===== config.mk =====
export PLATFORM = sky130hd
export DESIGN_NAME = fetch_unit
export DESIGN_NICKNAME = d
export VERILOG_FILES = /design/src/rtl/fetch_unit.sv
export SDC_FILE = /design/constraint.sdc
export NUM_CORES = 1
export LEC_CHECK = 0
export ABC_AREA = 1
export BUFFER_PORTS_ARGS = -buffer_cell sky130_fd_sc_hd__buf_2
export CAP_MARGIN = 40
export CORE_ASPECT_RATIO = 1.2
export CORE_MARGIN = 1.5
export CORE_UTILIZATION = 53
export CTS_CLUSTER_DIAMETER = 200
export DETAILED_ROUTE_END_ITERATION = 8
export MAX_ROUTING_LAYER = met4
export PLACE_DENSITY_LB_ADDON = 0.08
export SYNTH_ARGS = -nofsm -noshare
export SYNTH_HDL_FRONTEND = slang
export SYNTH_SLANG_ARGS = --single-unit

===== constraint.sdc =====
create_clock -name Clock -period 4.1 [get_ports Clock]
set_input_delay 0.82 -clock Clock [delete_from_list [all_inputs] [get_ports Clock]]
set_output_delay 0.82 -clock Clock [all_outputs]
set_load 0.05 [all_outputs]

===== src/rtl/fetch_unit.sv =====
// fetch_unit: IF stage with IF/ID register, stall skid buffer and branch redirect
// that drains an outstanding memory request before refetching.
module fetch_unit (
   input  logic        Clock,
   input  logic        Reset,
   input  logic        Stall,
   input  logic        BranchTaken,
   input  logic [7:0]  BranchOffset,
   output logic [15:0] IMemAddr,
   output logic        IMemReq,
   input  logic [15:0] IMemData,
   input  logic        IMemValid,
   output logic [15:0] Instruction,
   output logic [3:0]  OPCODE,
   output logic [15:0] PC_ID,
   output logic        Valid_ID
);
   typedef enum logic [1:0] {FETCH, HOLD, DRAIN} state_t;
   state_t state, state_nxt;
   logic [15:0] pc, pc_nxt, redirect, redirect_nxt, buffer, buffer_nxt;
   logic [15:0] instr_nxt, pc_id_nxt, target;
   logic valid_nxt;
   assign target = PC_ID + 16'd2 + {{7{BranchOffset[7]}}, BranchOffset, 1'b0};
   assign IMemAddr = pc;
   assign IMemReq = state != HOLD;
   assign OPCODE = Instruction[15:12];
   always_ff @(posedge Clock) begin
      if (Reset) begin
         state <= FETCH;
         pc <= '0;
         redirect <= '0;
         buffer <= '0;
         Instruction <= '0;
         PC_ID <= '0;
         Valid_ID <= 1'b0;
      end else begin
         state <= state_nxt;
         pc <= pc_nxt;
         redirect <= redirect_nxt;
         buffer <= buffer_nxt;
         Instruction <= instr_nxt;
         PC_ID <= pc_id_nxt;
         Valid_ID <= valid_nxt;
      end
   end
   always_comb begin
      state_nxt = state;
      pc_nxt = pc;
      redirect_nxt = redirect;
      buffer_nxt = buffer;
      instr_nxt = Instruction;
      pc_id_nxt = PC_ID;
      valid_nxt = Valid_ID;
      if (BranchTaken) begin
         valid_nxt = 1'b0;
         buffer_nxt = '0;
         // Without a response in hand the request must complete before the target is fetched.
         if (state == HOLD || IMemValid) begin
            pc_nxt = target;
            state_nxt = FETCH;
         end else begin
            redirect_nxt = target;
            state_nxt = DRAIN;
         end
      end else if (state == FETCH) begin
         if (IMemValid && !Stall) begin
            instr_nxt = IMemData;
            pc_id_nxt = pc;
            valid_nxt = 1'b1;
            pc_nxt = pc + 16'd2;
         end else if (IMemValid) begin
            buffer_nxt = IMemData;
            state_nxt = HOLD;
         end else if (!Stall) begin
            valid_nxt = 1'b0;
         end
      end else if (state == HOLD) begin
         if (!Stall) begin
            instr_nxt = buffer;
            pc_id_nxt = pc;
            valid_nxt = 1'b1;
            pc_nxt = pc + 16'd2;
            state_nxt = FETCH;
         end
      end else if (IMemValid) begin
         pc_nxt = redirect;
         state_nxt = FETCH;
      end
   end
endmodule

==> results of run 1 <==
cells by family (layout without fill, tap and decap cells):
family / after synthesis / in the layout / synth area share, %
simple gates: 301 / 301 / 26.8
compound gates: 161 / 161 / 18.3
buf+inv: 105 / 172 / 9.84
flops: 83 / 83 / 35.3
fa+ha+maj: 29 / 29 / 7.87
xor+xnor: 10 / 10 / 1.86
through the flow:
step	area (sq um)	std cells	hold slack (ns)
detailed placement	5080	857	0.452
CTS	5290	873	0.464
floorplan	4710	689	0.440
global placement	5080	857	0.448
finish	5290	873	0.462
global route	5290	873	0.476
final cells by class:
class	count	area (sq um)
timing repair buffer	83	418
fill	826	3320
clock buffer	15	176
multi-input combinational	501	2580
clock inverter	1	30.0
sequential	83	1660
inverter	73	274
tap	117	146
Yosys cell counts, drive strengths merged:
cell type / number / area, sq um
a21o: 1 / 7.51
a21oi: 64 / 320
a22oi: 1 / 7.51
a311oi: 1 / 8.76
a31oi: 20 / 125
and2: 2 / 12.5
buf: 17 / 131
clkbuf: 15 / 57.6
clkinv: 1 / 3.75
dfxtp: 83 / 1660
fa: 1 / 20.0
ha: 28 / 350
inv: 72 / 270
nand2: 180 / 688
nand3: 48 / 245
nand4: 8 / 50.1
nor2: 61 / 254
o211ai: 7 / 52.6
o21ai: 67 / 339
or2: 2 / 12.5
xnor2: 5 / 43.8
xor2: 5 / 43.8
power breakdown:
part	switching, mW	total, mW	internal, mW
combinational	0.510	0.704	0.194
sequential	0.0661	0.942	0.875
clock	0.289	0.622	0.333
total	0.865	2.27	1.40
worst max path at each step:
stage	to	cells past startpoint
after floorplan	IMemAddr[8]	10
after global placement	IMemAddr[8]	11
after detailed placement	IMemAddr[8]	11
after CTS	IMemReq	3
after global routing	IMemReq	3
final	IMemReq	3
worst max-delay path, stage by stage, from the launching register on:
cell,delay [ns]
sky130_fd_sc_hd__dfxtp_1,0.80
sky130_fd_sc_hd__inv_2,0.33
sky130_fd_sc_hd__nand2_2,0.19
sky130_fd_sc_hd__buf_2,0.29
sequential cells by signal, indices dropped and copies added (netlist names):
register	count
IMemAddr	16
Instruction	16
PC_ID	16
buffer	16
redirect	16
state	2
Valid_ID	1
routing by layer:
layer / GRT usage, % / up-vias / share of wire (%)
met5: - / - / 0
met4: 10.3 / 0 / 2.0
met3: 3.96 / 19 / 5.7
met2: 46.4 / 163 / 49
met1: 34.6 / 2145 / 43
li1: - / 2393 / -
==> results list, run 1 <==
- The analysis attributes to cell leakage a power of 2.57 nW.
* Die extent in y: 106 um
- Derived from the worst setup path, the maximum achievable clock frequency is 0.357 GHz.
- The die covers 0.00946 sq mm.
- Number of buffers created by CTS: 9
* Tightest slew margin relative to the limit: 42.6%
- Endpoint of the lowest-slack register-to-register path: Instruction[5]
- Dividing the detail-routed wire length by the instance count gives 14.3 um.
- The longest clock path from root to sink contains 2 buffers.
- Final worst-path cycle share: 68.3%
- The worst hold path belongs to the class reg -> reg.
* Floorplan core area: 0.00861 sq mm
- Synthesized Nets: 747
* Die Span X: 89.0 um
- For this run, the post-layout net count is 809.
- End-of-flow core utilization: 61.4%
* Count of cells along the worst register-to-register path: 6
- For the pin with the worst max-slew slack, the measured transition is 0.861 ns.
- The routed design has 12400 um of wire.
* Overall power after layout: 2.27 mW
* Endpoint class of the critical path: output pin
* Total standard cell area after synthesis: 0.00471 sq mm
* Number of endpoints failing setup at the final stage: 0
- Summed over all layers, the global routing overflow is 0.
* Part of the Yosys area used for sequential elements: 35.3%
* Post-synthesis instance total: 689
* RSZ-0062 raised after global routing: no
* Ratio of cells with drive above 1 in the final layout: 15.1%
* Pin count of the biggest net entering global routing: 57
- After detailed routing, the number of remaining DRC violations is 0.
* Final critical path time including I/O delays and setup: 2.80 ns
- Hold path startpoint: buffer[8]
- In this run the remaining antenna-violating nets after routing total 0.
- Counting instances, the worst hold path has a depth of 2.
* Required time of the critical path: 3.28 ns
- The worst hold path terminates at buffer[8].
* Pre-CTS worst setup slack: 1.24 ns
- Boundary Pins: 83
- The final-report hold violation count came to 0.
- Placer's final routability congestion estimate: 1.05
- Power density over cell area: 429 mW/mm^2
* Diode count: 0
- Startpoint of the most critical setup path: state[1]
- Global-route wire length before repair: 20100 um
- The top cell types in the final layout, fill and taps aside, are sky130_fd_sc_hd__nand2_1, sky130_fd_sc_hd__dfxtp_1, sky130_fd_sc_hd__buf_2.
- Global routing consumed, over all layers together, 28.1% of the routing resources.
- Total clock sinks: 83
- Post-Syn Area per Cell: 6.83 sq um
- Input and output buffers added on the ports amount to 82.
- Clock-pin slew was measured on the worst setup and hold paths at 0.08 ns.
- The final route contains 4720 vias.
- Initial antenna violation count: 0
- Commonest non-fill, non-tap cell in the layout: sky130_fd_sc_hd__nand2_1
- CTS tree: yes
- The number of gates resized after CTS was 0.
- Number of maximum-capacitance constraint violations: 0
- The number of global-route vias before repair is 4250.
* Startpoint kind of the worst setup timing path: flip-flop
- Launching point of the worst reg2reg path: state[1]
* Clock latency of the later-clocked register in the worst-skew pair: 0.36 ns
- R2R setup slack: 1.52 ns
- In the post-route analysis, the smallest setup slack over all paths is 1.30 ns.
* Synth cell types: 33
- Max Transition Viols Final: 0
* Maximum VDD drop: 309 uV
* 1st-iter DRT viols: 492
- Arrival time of data at the critical path endpoint: 1.98 ns
- Clock skew on the completed layout was measured at 0.00792 ns.
* Drt via density: 5.41
- After clock tree synthesis, the setup repair step added 0 buffers.
- Half-perimeter wire length after placement: 8950 um
- After routing, the total negative slack on setup checks comes to 0 ns.
- Row cnt: 37
* H-tree level count: 3
- Clk root buf: sky130_fd_sc_hd__clkbuf_8
* Hold buffer count at CTS: 0
- By startpoint and endpoint, the worst setup path is classified as reg -> out.
* Number of iterations in the first detailed-routing pass: 5
- CP max FO: 19
* Starting density of the core: 54.6%
- From synthesis to final layout, the design area changed by 12.4%.
- The Yosys step of the flow raised 0 warnings.
- Result of the run: finished, final reports clean
- Counting flops and latches in the post-synthesis netlist gives 83.
No activity file was read; power rests on OpenSTA's default activity.
==> inputs of run 2 (changes only) <==
==> constraint.sdc (replaced) <==
create_clock -name Clock -period 2.9 [get_ports Clock]
set_input_delay 0.58 -clock Clock [delete_from_list [all_inputs] [get_ports Clock]]
set_output_delay 0.58 -clock Clock [all_outputs]
set_load 0.05 [all_outputs]
==> results list, run 2 (synthesis gave the netlist of run 1 again) <==
* Ratio of cells with drive above 1 in the final layout: 16.0%
- Resized cells post-CTS: 0
- The library cell used most frequently in the layout, excluding fill and tap cells, is sky130_fd_sc_hd__nand2_1.
- Setup violations remaining at the end of the flow were counted as 0.
- In the final design database the tool counted 816 nets.
- Half-perimeter wire length after placement: 9250 um
* RSZ-0062 raised after global routing: no
- Wire length after detailed routing: 12700 um
- Fmax: 0.446 GHz
- Total global routing track utilization: 29.5%
- Clock skew on the completed layout was measured at 0.00856 ns.
- Power density over cell area: 580 mW/mm^2
* Pin count of the biggest net entering global routing: 57
- VDD sags by at most 404 uV.
- At the worst endpoint, the arrival time is 2.51 ns.
- Placer's final routability congestion estimate: 0.934
* Clk root buf: sky130_fd_sc_hd__clkbuf_8
* Tightest slew margin relative to the limit: 58.7%
- Clock-pin slew was measured on the worst setup and hold paths at 0.09 ns.
- After detailed placement, the design holds a cell count of 864.
- Boundary Pins: 83
- Diode count: 0
- Power spent charging and discharging nets: 1.25 mW
* Final critical path time including I/O delays and setup: 2.24 ns
- Internal power: 1.83 mW
* Reg power frac: 43.1%
- Hold timing on the final database bottoms out at a slack of 0.464 ns.
- Combinational cells account for 33.0% of the total power.
* Number of global-route vias before repair: 4600
- Measured along the y axis, the die boundary spans 106 um.
- Number of iterations in the first detailed-routing pass: 5
- Number of hold violations in the final report: 0
* Number of antenna-violating nets in the routed design: 0
- The library cells used most frequently in the layout, excluding fill and tap cells, are sky130_fd_sc_hd__nand2_1, sky130_fd_sc_hd__dfxtp_1, sky130_fd_sc_hd__buf_2.
- Measured along the x axis, the die boundary spans 89.0 um.
- The worst setup path is of the reg -> reg kind.
* Number of buffers inserted to repair setup after CTS: 0
* Drt via density: 5.41
- On the worst path, the slowest cell contributes a delay of 0.43 ns.
- The die covers 0.00946 sq mm.
- Final Instance Count excl. Fillers: 880
- Dividing the detail-routed wire length by the instance count gives 14.5 um.
- Result of the run: finished, final reports clean
- CTS tree: yes
- Relative to the synthesized area, the layout overhead comes to 12.8%.
* Number of buffers added on ports: 82
- Final sum of negative setup slack: 0 ns
- In this run, the number of DRC markers left after iteration 0 of detailed routing was 410.
* Required time of the critical path: 3.17 ns
- Endpoint class of the critical path: flip-flop
* Total clock sinks: 83
* Worst hold path class: reg -> reg
* Number of remaining DRC errors: 0
- Initial antenna violation count: 0
- The total overflow left after global routing is 0.
- Clock latency of the later-clocked register in the worst-skew pair: 0.37 ns
- Among all stages on the critical path, the largest delay is contributed by sky130_fd_sc_hd__fa_1.
- Number of maximum-capacitance constraint violations: 0
- Slew of the pin with the lowest slew margin: 0.619 ns
- For this design the static power due to leakage is 2.58 nW.
- Number of buffers created by CTS: 9
* Global-route wire length before repair: 20900 um
- The total area inside the core boundary comes to 0.00861 sq mm.
- The signal on the critical path passes through ha_1 > ha_1 > fa_1 > nand3_1 > nand3_1 > a21oi_1 > xnor2_1 > and2_1 > nor2_1 > nor2_1.
* Starting density of the core: 54.6%
- The H-tree was split into 3 levels.
- Hold buffer count at CTS: 0
- Vias after detailed routing: 4764
- Measured on the finished design, the core utilization comes to 61.6%.
- Net switching is 40.5% of the power.
- STA classifies the critical path startpoint as a flip-flop.
- Final worst-path cycle share: 77.3%
- CP max FO: 4
* Clock network fraction of design power: 23.8%
- Counting along the longest clock path gives a buffer depth of 2.
- Row cnt: 37
- Pre-CTS worst setup slack: 0.274 ns
- The final-report max-slew violation count came to 0.
- In the post-route analysis, the smallest setup slack over all paths is 0.659 ns.
run 2: cell count changes in the layout (fill, tap and decap cells not counted), sizes merged:
cell / change
bufinv: -1
clkinv: +3
clkbuf: -4
clkinvlp: +2
buf: +7
run 2: cell type report:
cell class                 count  area, sq um
clock inverter                 5         30.0
fill                         860         3300
clock buffer                  11          131
multi-input combinational    501         2580
tap                          117          146
inverter                      73          274
sequential                    83         1660
timing repair buffer          90          483
run 2: metal layers:
layer  vias up  routed length, um  global-route usage [%]
met5         -                  0                       -
li1       2401                  -                       -
met2       126               6460                    49.7
met4         0                416                    11.9
met1      2203               5320                    34.3
met3        34                545                    5.67
run 2: critical path: cells and delay by family (launching register included):
family / cells / cell delay [ns]
flops: 1 / 0.33
fa+ha+maj: 3 / 0.95
xor+xnor: 1 / 0.09
compound gates: 1 / 0.21
simple gates: 5 / 0.56
run 2: metrics by stage:
step	power, mW	cell area [sq um]
after global placement	2.35	5150
after floorplan	2.11	4710
after CTS	3.09	5310
final	3.08	5310
after global routing	3.25	5310
after detailed placement	2.37	5150
run 2: final timing paths:
| kind | from | to | slack [ns] | cells after the start |
|---|---|---|---|---|
| worst min-delay path | buffer[10] | buffer[10] | 0.46 | 2 |
| worst min register to register | buffer[10] | buffer[10] | 0.46 | 2 |
| worst max register to register | PC_ID[2] | IMemAddr[8] | 0.66 | 10 |
| worst max-delay path | PC_ID[2] | IMemAddr[8] | 0.66 | 10 |
run 2: power by group through the flow:
| stage | sequential (mW) | combinational [mW] | clock, mW |
|---|---|---|---|
| floorplan | 1.57 | 0.538 | 0 |
| CTS | 1.33 | 1.02 | 0.743 |
| finish | 1.33 | 1.02 | 0.734 |
| global placement | 1.35 | 0.999 | 0 |
| global route | 1.34 | 1.12 | 0.796 |
| detailed placement | 1.35 | 1.01 | 0 |
